## config.mk

```make
export PLATFORM = sky130hd
export DESIGN_NAME = mem_wb_stage
export DESIGN_NICKNAME = d
export VERILOG_FILES = /design/src/rtl/mem_wb_stage.sv
export SDC_FILE = /design/constraint.sdc
export NUM_CORES = 1
export LEC_CHECK = 0
export CAP_MARGIN = 5
export CORE_MARGIN = 4
export CORE_UTILIZATION = 41
export DETAILED_ROUTE_END_ITERATION = 6
export HOLD_SLACK_MARGIN = 0.12
export PLACE_DENSITY = 0.77
export SLEW_MARGIN = 20
export SYNTH_ARGS = -nofsm -noshare
export SYNTH_HDL_FRONTEND = slang
export SYNTH_SLANG_ARGS = --single-unit
export TNS_END_PERCENT = 50
```

## constraint.sdc

```tcl
create_clock -name clk -period 1.7 [get_ports clk]
set_input_delay 0.51 -clock clk [delete_from_list [all_inputs] [get_ports clk]]
set_output_delay 0.51 -clock clk [all_outputs]
set_load 0.005 [all_outputs]
```

## src/rtl/mem_wb_stage.sv

```systemverilog
// MEM/WB pipeline register.
// Aligns and extends load data, selects the write-back source and registers the result,
// so wb_data_o can drive the register-file write port directly. Also provides an EX
// forwarding tap and a retired-instruction counter.
module mem_wb_stage #(
  parameter int unsigned DATA_W = 32,             // datapath width, 32 or 64
  parameter int unsigned REG_AW = 5,              // register-address width
  parameter int unsigned CNT_W  = 32,             // retired counter width
  localparam int unsigned OFF_W = $clog2(DATA_W / 8)
) (
  input  logic              clk,
  input  logic              rst_n,
  input  logic              stall_i,
  input  logic              flush_i,
  input  logic              valid_i,
  input  logic [DATA_W-1:0] read_data_i,
  input  logic [DATA_W-1:0] alu_res_i,
  input  logic [REG_AW-1:0] rd_i,
  input  logic              reg_write_i,
  input  logic              mem_to_reg_i,
  input  logic [1:0]        load_size_i,
  input  logic              load_unsigned_i,
  input  logic [OFF_W-1:0]  byte_off_i,
  output logic              valid_o,
  output logic [DATA_W-1:0] wb_data_o,
  output logic [REG_AW-1:0] rd_o,
  output logic              reg_write_o,
  output logic              fwd_en_o,
  output logic [CNT_W-1:0]  retired_o
);

  localparam int DW = int'(DATA_W);

  typedef enum logic [1:0] {
    SzByte = 2'b00,
    SzHalf = 2'b01,
    SzWord = 2'b10,
    SzFull = 2'b11
  } load_size_e;

  load_size_e        load_size;
  logic [OFF_W-1:0]  eff_off;
  logic [DATA_W-1:0] shifted;
  logic [DATA_W-1:0] ext;
  logic              fill;
  logic [DATA_W-1:0] wb_data_d;
  logic              reg_write_d;
  logic              rd_nonzero;

  logic              valid_q;
  logic [DATA_W-1:0] wb_data_q;
  logic [REG_AW-1:0] rd_q;
  logic              reg_write_q;
  logic [CNT_W-1:0]  retired_q;

  assign load_size = load_size_e'(load_size_i);

  // Effective byte offset: sub-field alignment bits are ignored, full-width loads ignore it.
  always_comb begin
    eff_off = byte_off_i;
    case (load_size)
      SzByte:  eff_off = byte_off_i;
      SzHalf:  eff_off[0] = 1'b0;
      SzWord:  eff_off[1:0] = 2'b00;
      default: eff_off = '0;
    endcase
  end

  // Move the addressed field down to bit 0.
  assign shifted = read_data_i >> {eff_off, 3'b000};

  // Sign- or zero-extend the extracted field to the full datapath width.
  always_comb begin
    ext  = shifted;
    fill = 1'b0;
    case (load_size)
      SzByte: begin
        fill = ~load_unsigned_i & shifted[7];
        for (int i = 8; i < DW; i++) ext[i] = fill;
      end
      SzHalf: begin
        fill = ~load_unsigned_i & shifted[15];
        for (int i = 16; i < DW; i++) ext[i] = fill;
      end
      SzWord: begin
        fill = ~load_unsigned_i & shifted[31];
        for (int i = 32; i < DW; i++) ext[i] = fill;
      end
      default: begin
        ext  = read_data_i;
        fill = 1'b0;
      end
    endcase
  end

  // Write-back source select and write-enable qualification (x0 is never written).
  always_comb begin
    rd_nonzero  = (rd_i != '0);
    wb_data_d   = mem_to_reg_i ? ext : alu_res_i;
    reg_write_d = valid_i & reg_write_i & rd_nonzero;
  end

  // Stage register: flush kills the instruction but keeps data, stall freezes everything.
  always_ff @(posedge clk or negedge rst_n) begin
    if (!rst_n) begin
      valid_q     <= 1'b0;
      wb_data_q   <= '0;
      rd_q        <= '0;
      reg_write_q <= 1'b0;
      retired_q   <= '0;
    end else if (flush_i) begin
      valid_q     <= 1'b0;
      reg_write_q <= 1'b0;
    end else if (!stall_i) begin
      valid_q     <= valid_i;
      wb_data_q   <= wb_data_d;
      rd_q        <= rd_i;
      reg_write_q <= reg_write_d;
      if (valid_i) retired_q <= retired_q + 1'b1;
    end
  end

  // Outputs come straight from the stage registers.
  always_comb begin
    valid_o     = valid_q;
    wb_data_o   = wb_data_q;
    rd_o        = rd_q;
    reg_write_o = reg_write_q;
    fwd_en_o    = reg_write_q;
    retired_o   = retired_q;
  end

endmodule

```

Yosys cells after proc, flatten, opt, wreduce, memory -nomap -nowiden --
Index checks and enable logic that the tools add are counted.
Storage, ports and cells: output and inout bits 72, word-level logic and storage cells 34, register bits 71
Operators by class: mux-type cells 10, add/subtract/negate cells 1, shift operators 1, equality and inequality tests 3, bitwise logic cells 7, reductions and logical operators 7
Operators with widths (count):
- one-hot mux 16 bit (3 select lines) | 1
- adder 32 x 1 -> 32 bit, second input constant | 1
- 2-to-1 mux 32 bit | 1
- >> shifter 32 x 5 -> 32 bit | 1
- one-hot mux 8 bit (2 select lines) | 1
- 2-to-1 mux 8 bit | 1
- 2-to-1 mux 1 bit | 6
- nonzero test 5 bit | 1
- bitwise AND 1 bit | 4
- OR reduction 2 bit | 2
- inverter 1 bit | 3
- AND reduction 3 bit | 1
- OR reduction 3 bit | 1
- == test 2 x 1 -> 1 bit, second input constant | 1
- == test 2 bit, second input constant | 1
- zero test 2 bit | 1
- inequality test 2 x 1 -> 1 bit, second input constant | 1
- AND reduction 2 bit | 1

Logic depth before layout (Yosys ltp) --
word-level depth 7, gate-level depth with buffers 8

Worst setup path after synthesis --
Ideal clock, no wire load.
path type in2reg, start input load_size_i[0], end register wb_data_q[26], in the netlist wb_data_o[26], data arrival time 1932 ps, setup time 146 ps, path buffers 2, stages on the path 8, path slack -378 ps, cells stage by stage inv_1 -> ha_1 -> buf_4 -> and2_0 -> a221o_1 -> a41oi_4 -> buf_6 -> a221oi_2
On the way: word-level cells in the longest chain between the ends 7
RTL lines:
- from (decl) | line 21 | input logic [1:0] load_size_i,
- == test 2 x 1 -> 1 bit or zero test 2 bit (tied branches) | line 61, 76
- OR reduction 2 bit (no line)
- 2-to-1 mux 1 bit | line 61 | case (load_size)
- >> shifter 32 x 5 -> 32 bit | line 70 | assign shifted = read_data_i >> {eff_off, 3'b000};
- bitwise AND 1 bit, on equally long branches | line 82, 78
- one-hot mux 16 bit (3 select lines) * | line 76 | case (load_size)
- 2-to-1 mux 32 bit * | line 99 | wb_data_d = mem_to_reg_i ? ext : alu_res_i;
- to (signal assigned) | line 116 | wb_data_q <= wb_data_d;
- to (decl) | line 51 | logic [DATA_W-1:0] wb_data_q;
Mark *: on every way between the ends. The rest lies on a longest branch, timed or not. A chain may end at the register's enable or synchronous reset.

Final worst setup path --
start input load_size_i[1], end register wb_data_q[24], in the netlist wb_data_o[24]
Same word-level chain as after synthesis.

==> impl_metrics.tcl <==
set metrics [dict create \
    critPathKind "in2reg" \
    synth_common_cells "dfrtp_1 (71), nand2_1 (47), nor2_1 (37)" \
    yosys_warnings 0 \
    wl_mm 15.0 \
    dieArea_um2 12100 \
    arrival_ns 1.99 \
    synth_top_area_frac 0.417 \
    relSlewSlack 0.696 \
    powerDensity_nw_per_um2 729 \
    async_reset_ff_frac 1.00 \
    leakagePower_nw 3.15 \
    worst_pin_slew_ns 0.451 \
    gp_congestion 0.903 \
    fillCellCount 778 \
    rsz0062_at_grt "true" \
    setup_ws_ns -0.0337 \
    drive_gt1_frac 0.230 \
    fin_setup_tns_ns -0.192 \
    die_w_um 110 \
    hpwl_mm 10.8 \
    avgSynthCellArea_um2 9.75 \
    drtIter0Drc 299 \
    cap_violations 0 \
    cts-htree-levels 3 \
    grt_max_degree 72 \
    cts_root_buffer "clkbuf_8" \
    finalNonFillerCells 795 \
    core_area_um2 9950 \
    switchingPower_mw 1.54 \
    initial_utilization 0.428 \
    period_share 1.02 \
    p_int_mw 3.44 \
    endpoint_kind "flop" \
    cp_cell_sequence "buf_12 > inv_12 > ha_4 > or3b_4 > o221ai_4 > a41oi_4 > buf_12 > a221oi_2" \
    dp_cells 759 \
    cts_tree "built" \
    ys.flop_type "dfrtp_1" \
    viasPerCell 5.75 \
    num_vias 4569 \
    yosys-top-cells-area "dfrtp_1 (42%), xnor2_1 (5.8%), mux2i_1 (4.2%), nand2_1 (4.1%), a221oi_2 (3.5%)" \
    p_clk_frac 0.276 \
    drtAntennaViolNets 0 \
    cts_hold_buf 0 \
    worst_ep_required_time_ns 1.95 \
    crit_path_frequent_cell "buf_12" \
    nets 742 \
    synth_cell_types 56 \
    critical_path.max_stage_delay_ns 0.40 \
    violations "setup timing" \
    ir_worst_vdd_mv 0.449 \
    post-route-drc-count 0 \
    area_delta_synth_final_pct 60.6 \
    cp_num_buf_inv 3 \
    wl_per_cell_um 18.9 \
    combPwrFrac 0.323 \
    yosysSeqAreaShare 0.417 \
    fmax_ghz 0.577 \
    status "complete, but fails checks" \
    clk_latency_ns 0.35 \
    synth.most_common_cell "dfrtp_1" \
    crit_path_top_delay_cell "or3b_4" \
    grt_pass1_vias 4674 \
    overflow 0 \
    crit_family "compound AO/OA/AOI/OAI gates" \
    firstDrtPassIters 5 \
    worstSetupStartpointType "primary input" \
    rows 36 \
    synth-edff-count 0 \
    p_seq_frac 0.401 \
    hold_viol 0 \
    cp_max_fo 8 \
    finalClockSkew_ns 0.00963 \
    syn_inst 437 \
    numCtsBuffers 9 \
    ys_ff_latch 71 \
    synth_nets 523 \
    final_max_slew_viol_count 0 \
    clock-sinks 71 \
    dieHeight_um 110 \
    track_usage 0.247 \
    setup_viol 11 \
    port_buffers 152 \
    hold_class "in2async" \
    swShare 0.310 \
    fin_crit_ns 1.73 \
    antenna_found_initial 0 \
    syn_area_um2 4260 \
    cts_buffer_depth 2 \
    ioPinCount 153 \
    clk_pin_slew_ns 0.08 \
    grt_pass1_wl_mm 23.4 \
    yosys.area.top_type "dfrtp_1" \
]
[per-layer routing]
metal,GRT usage,vias to the layer above,routed length [um]
li1,-,2072,-
met1,0.324,2219,5950
met5,0,-,0
met2,0.410,245,7470
met3,0.0435,33,1320
met4,0.0855,0,284
[cells by family (layout without fill, tap and decap cells)]
group / Yosys count / after routing / synth area share
adder cells (fa/ha/maj): 5 / 5 / 0.0147
other: 0 / 1 / 0
multiplexers: 19 / 19 / 0.0449
XOR/XNOR: 31 / 31 / 0.0638
AO/OA/AOI/OAI: 119 / 119 / 0.229
AND/OR/NAND/NOR: 152 / 152 / 0.189
buffers and inverters: 40 / 264 / 0.0411
flip-flops: 71 / 71 / 0.417
[flip-flops by register name, summed over array words and instances (netlist names)]
name       flops
valid_o        1
rd_o           5
fwd_en_o       1
retired_o     32
wb_data_o     32
[power by group through the flow]
stage / clock (mW) / combinational [mW] / sequential (mW)
floorplan: 0 / 0.543 / 2.07
global placement: 0 / 1.52 / 2.04
detailed placement: 0 / 1.56 / 2.05
CTS: 1.39 / 1.54 / 2.00
global route: 1.46 / 1.73 / 2.03
finish: 1.38 / 1.61 / 2.00
[worst reg2reg max path: cells and delay by family, from the launching register on]
family        cells  cell delay, ns
xor+xnor          1            0.11
fa+ha+maj         1            0.14
buf+inv           2            0.28
flops             1            0.34
simple gates      2            0.68
[final cells by class]
| type | count | area [um2] | share of cell area |
|---|---|---|---|
| antenna | 1 | 2.50 | 0.000366 |
| clock buffer | 9 | 124 | 0.0181 |
| clock inverter | 7 | 73.8 | 0.0108 |
| inverter | 14 | 70.1 | 0.0102 |
| multi-input combinational | 326 | 2500 | 0.365 |
| sequential | 71 | 1780 | 0.260 |
| tap | 133 | 166 | 0.0243 |
| timing repair buffer | 234 | 2130 | 0.311 |
[worst paths after layout]
kind	from	endpoint	slack (ns)	cells past startpoint
max	load_size_i[1]	wb_data_o[24]$_DFFE_PN0P_	-0.03	8
max in group asynchronous	rst_n	retired_o[14]$_DFFE_PN0P_	1.21	2
min in group clk	retired_o[31]$_DFFE_PN0P_	retired_o[31]$_DFFE_PN0P_	0.47	1
max reg2reg	retired_o[0]$_DFFE_PN0P_	retired_o[8]$_DFFE_PN0P_	0.06	6
min	rst_n	rd_o[1]$_DFFE_PN0P_	0.18	2
min reg2reg	retired_o[31]$_DFFE_PN0P_	retired_o[31]$_DFFE_PN0P_	0.47	1
[cell usage in the layout (no fill, tap or decap), types with 5 or more instances in the layout]
master	synthesis	final
dlygate4sd2_1	0	76
buf_4	3	70
dfrtp_1	71	69
clkdlybuf4s50_1	0	66
nand2_1	47	45
nor2_1	37	36
xnor2_1	28	28
o22ai_1	20	20
o21ai_0	19	17
mux2i_1	18	17
nand4_1	16	16
a221oi_2	10	12
inv_1	13	11
a2bb2oi_1	9	9
clkbuf_8	0	9
a22oi_1	8	8
nand3_1	7	7
nor2b_1	8	7
or3_1	7	7
a31oi_1	7	7
a211o_1	6	6
buf_6	1	6
buf_12	0	6
nand3b_1	5	5
a21oi_1	5	5
[repair_timing]
item / 4_1_cts / 5_1_grt
gates resized for setup: 125 / 24
pin swaps: 16 / 9
endpoints found under the setup margin: 131 / 48
cloned: 2 / 1
setup buffers: 15 / 2
[stage by stage]
| stage | total power [mW] | setup slack (ns) | hold slack [ns] | instance area, um2 | util |
|---|---|---|---|---|---|
| detailed placement | 3.60 | -1.05 | 0.462 | 6400 | 0.643 |
| global route | 5.23 | -0.0949 | 0.208 | 6840 | 0.687 |
| global placement | 3.56 | -1.00 | 0.463 | 6400 | 0.643 |
| CTS | 4.92 | -0.117 | 0.192 | 6760 | 0.679 |
| finish | 4.99 | -0.0337 | 0.181 | 6840 | 0.687 |
| floorplan | 2.61 | -0.277 | 0.214 | 4320 | - |
Note: power is estimated with default switching activity, not from simulation.
==> variant (config.mk and constraints unchanged) <==
Set the parameter `CNT_W` to 64 (it was 32).
--- a/src/rtl/mem_wb_stage.sv
+++ b/src/rtl/mem_wb_stage.sv
@@ -5,7 +5,7 @@
 module mem_wb_stage #(
   parameter int unsigned DATA_W = 32,             // datapath width, 32 or 64
   parameter int unsigned REG_AW = 5,              // register-address width
-  parameter int unsigned CNT_W  = 32,             // retired counter width
+  parameter int unsigned CNT_W  = 64,             // retired counter width
   localparam int unsigned OFF_W = $clog2(DATA_W / 8)
 ) (
   input  logic              clk,
Ports: changed (resized retired_o); port bits go from 153 to 185. No check against the original RTL was run, so the function may have changed too.
==> variant against the original RTL <==
The flow still finishes with violations (setup timing). Setup slack worse by 210 ps. Design area is 43% higher. Sequential cell count rose by 32. Final cell count is 35% higher. Power rose by 30%. Non-clock buffer count rose by 113. Synthesized area increased by 28%. Routed wire length up 45%. First-iteration DRC count up 110%. Register-to-register slack worse by 300 ps. Global-route usage is 2.6 points higher.
==> variant: results <==
set metrics [dict create \
    status "finished with violations" \
    violations "setup timing" \
    syn-num-nets 653 \
    skew_ps 3.72 \
    synth_commonest_cells "103 x dfrtp_1, 50 x nand2_1, 44 x a21oi_1, 44 x xnor2_1, 40 x nor2_1" \
    setup_viol 53 \
    vdd_ir_drop_max_mv 0.496 \
    critPathTopFamily "simple AND/OR/NAND/NOR gates" \
    drtIter0Drc 615 \
    netlist_instances 567 \
    seq_area_frac_synth_pct 47.4 \
    r2r_start "retired_o[45]" \
    vias 6029 \
    port-buffer-count 184 \
    dp_cells 1025 \
    synthTopCellsByArea "dfrtp_1 47%, xnor2_1 7.1%, a21oi_1 4.0%, nand2_1 3.5%, xor2_1 3.1%" \
    worst_slack_ps -241 \
    critical_path.max_stage_delay_ps 360 \
    hp-class "primary input to flip-flop" \
    place_congestion 0.924 \
    place_hpwl_um 14800 \
    grtUsageTotal_pct 27.4 \
    drive_gt1_share_pct 34.0 \
    p_leak_nw 4.83 \
    post_dp_cell_area_mm2 0.00869 \
    antenna_cells 0 \
    worstMarginPinSlew_ps 501 \
    ff2ff_path_depth 8 \
    fin_setup_tns_ps -5680 \
    slowest_stage "dfrtp_1" \
    rr_endpoint "retired_o[59]" \
    routed_wl_um 21800 \
    cts-root-buf "clkbuf_16" \
    layoutNonFillerInstCount 1072 \
    grt_pass1_wl_um 32200 \
    first_global_vias 6097 \
    finalHoldWorstSlack_ps 457 \
    worst_ep_arrival_time_ps 2200 \
    cp_max_fo 7 \
]
-- variant: changes by cell type after synthesis, sizes merged, moves of 9 or more --
cell	change
a21oi	+39
dfrtp	+32
nand3	+20
a221oi	-17
xnor2	+16
xor2	+16
nor3b	+15
o22ai	-13
and3	+9
-- variant: report_power, final --
| part | total [mW] | internal [mW] | switching [mW] |
|---|---|---|---|
| clock network | 2.11 | 1.15 | 0.963 |
| logic | 1.61 | 0.885 | 0.727 |
| registers | 2.77 | 2.64 | 0.126 |
| total | 6.49 | 4.67 | 1.82 |
-- variant: worst max path at each step --
stage                   startpoint       endpoint  slack, ps  cells past startpoint
floorplan           load_size_i[1]  wb_data_o[23]       -340                     10
detailed placement  load_size_i[0]  wb_data_o[23]      -1020                      9
global placement    load_size_i[0]  wb_data_o[23]       -970                      9
global route         retired_o[34]  retired_o[59]       -360                      8
finish               retired_o[45]  retired_o[59]       -240                      8
CTS                 load_size_i[1]  wb_data_o[20]       -180                     10
-- variant: cells by family (layout without fill, tap and decap cells) --
family | Yosys count | in the layout | share of synthesized area (%)
flops | 103 | 103 | 47.4
compound gates | 120 | 120 | 13.8
xor+xnor | 63 | 63 | 10.1
simple gates | 211 | 211 | 20.7
mux | 17 | 17 | 3.15
buf+inv | 48 | 381 | 3.61
fa+ha+maj | 5 | 5 | 1.15
-- variant: area by class of cell --
type / count / area (um2)
clock inverters: 7 / 71.3
multi-input cells: 416 / 3460
repair buffers: 347 / 3140
flip-flops and latches: 103 / 2580
inverters: 18 / 88.8
clock buffers: 9 / 225
well taps: 172 / 215
fillers: 866 / 3040
-- variant: repair_timing --
item / 4_1_cts / 5_1_grt
endpoints found under the hold margin: 22 / 0
setup buffers: 16 / 12
pin swaps: 64 / 42
hold buffers: 1 / 0
gates resized for setup: 215 / 85
gates cloned: 2 / 1
setup endpoints to repair: 195 / 93
-- variant: tightest hold or removal path, delay by kind of cell --
kind                   cells  cell delay, ps
buffers and inverters      2             210
AOI/OAI and AO/OA          1              40
-- variant: through the flow --
| step | setup slack, ps | util, % |
|---|---|---|
| final | -241 | 76.3 |
| after global routing | -361 | 76.3 |
| after CTS | -181 | 72.8 |
| after detailed placement | -1020 | 67.7 |
| after global placement | -972 | 67.7 |
| after floorplan | -345 | - |
-- variant: routing by layer --
metal,global-route usage [%],vias to the layer above,wire length [um]
li1,-,2681,-
met1,33.1,2986,8320
met2,48.2,306,11300
met3,5.95,56,1600
met4,9.20,0,602
met5,0,-,0
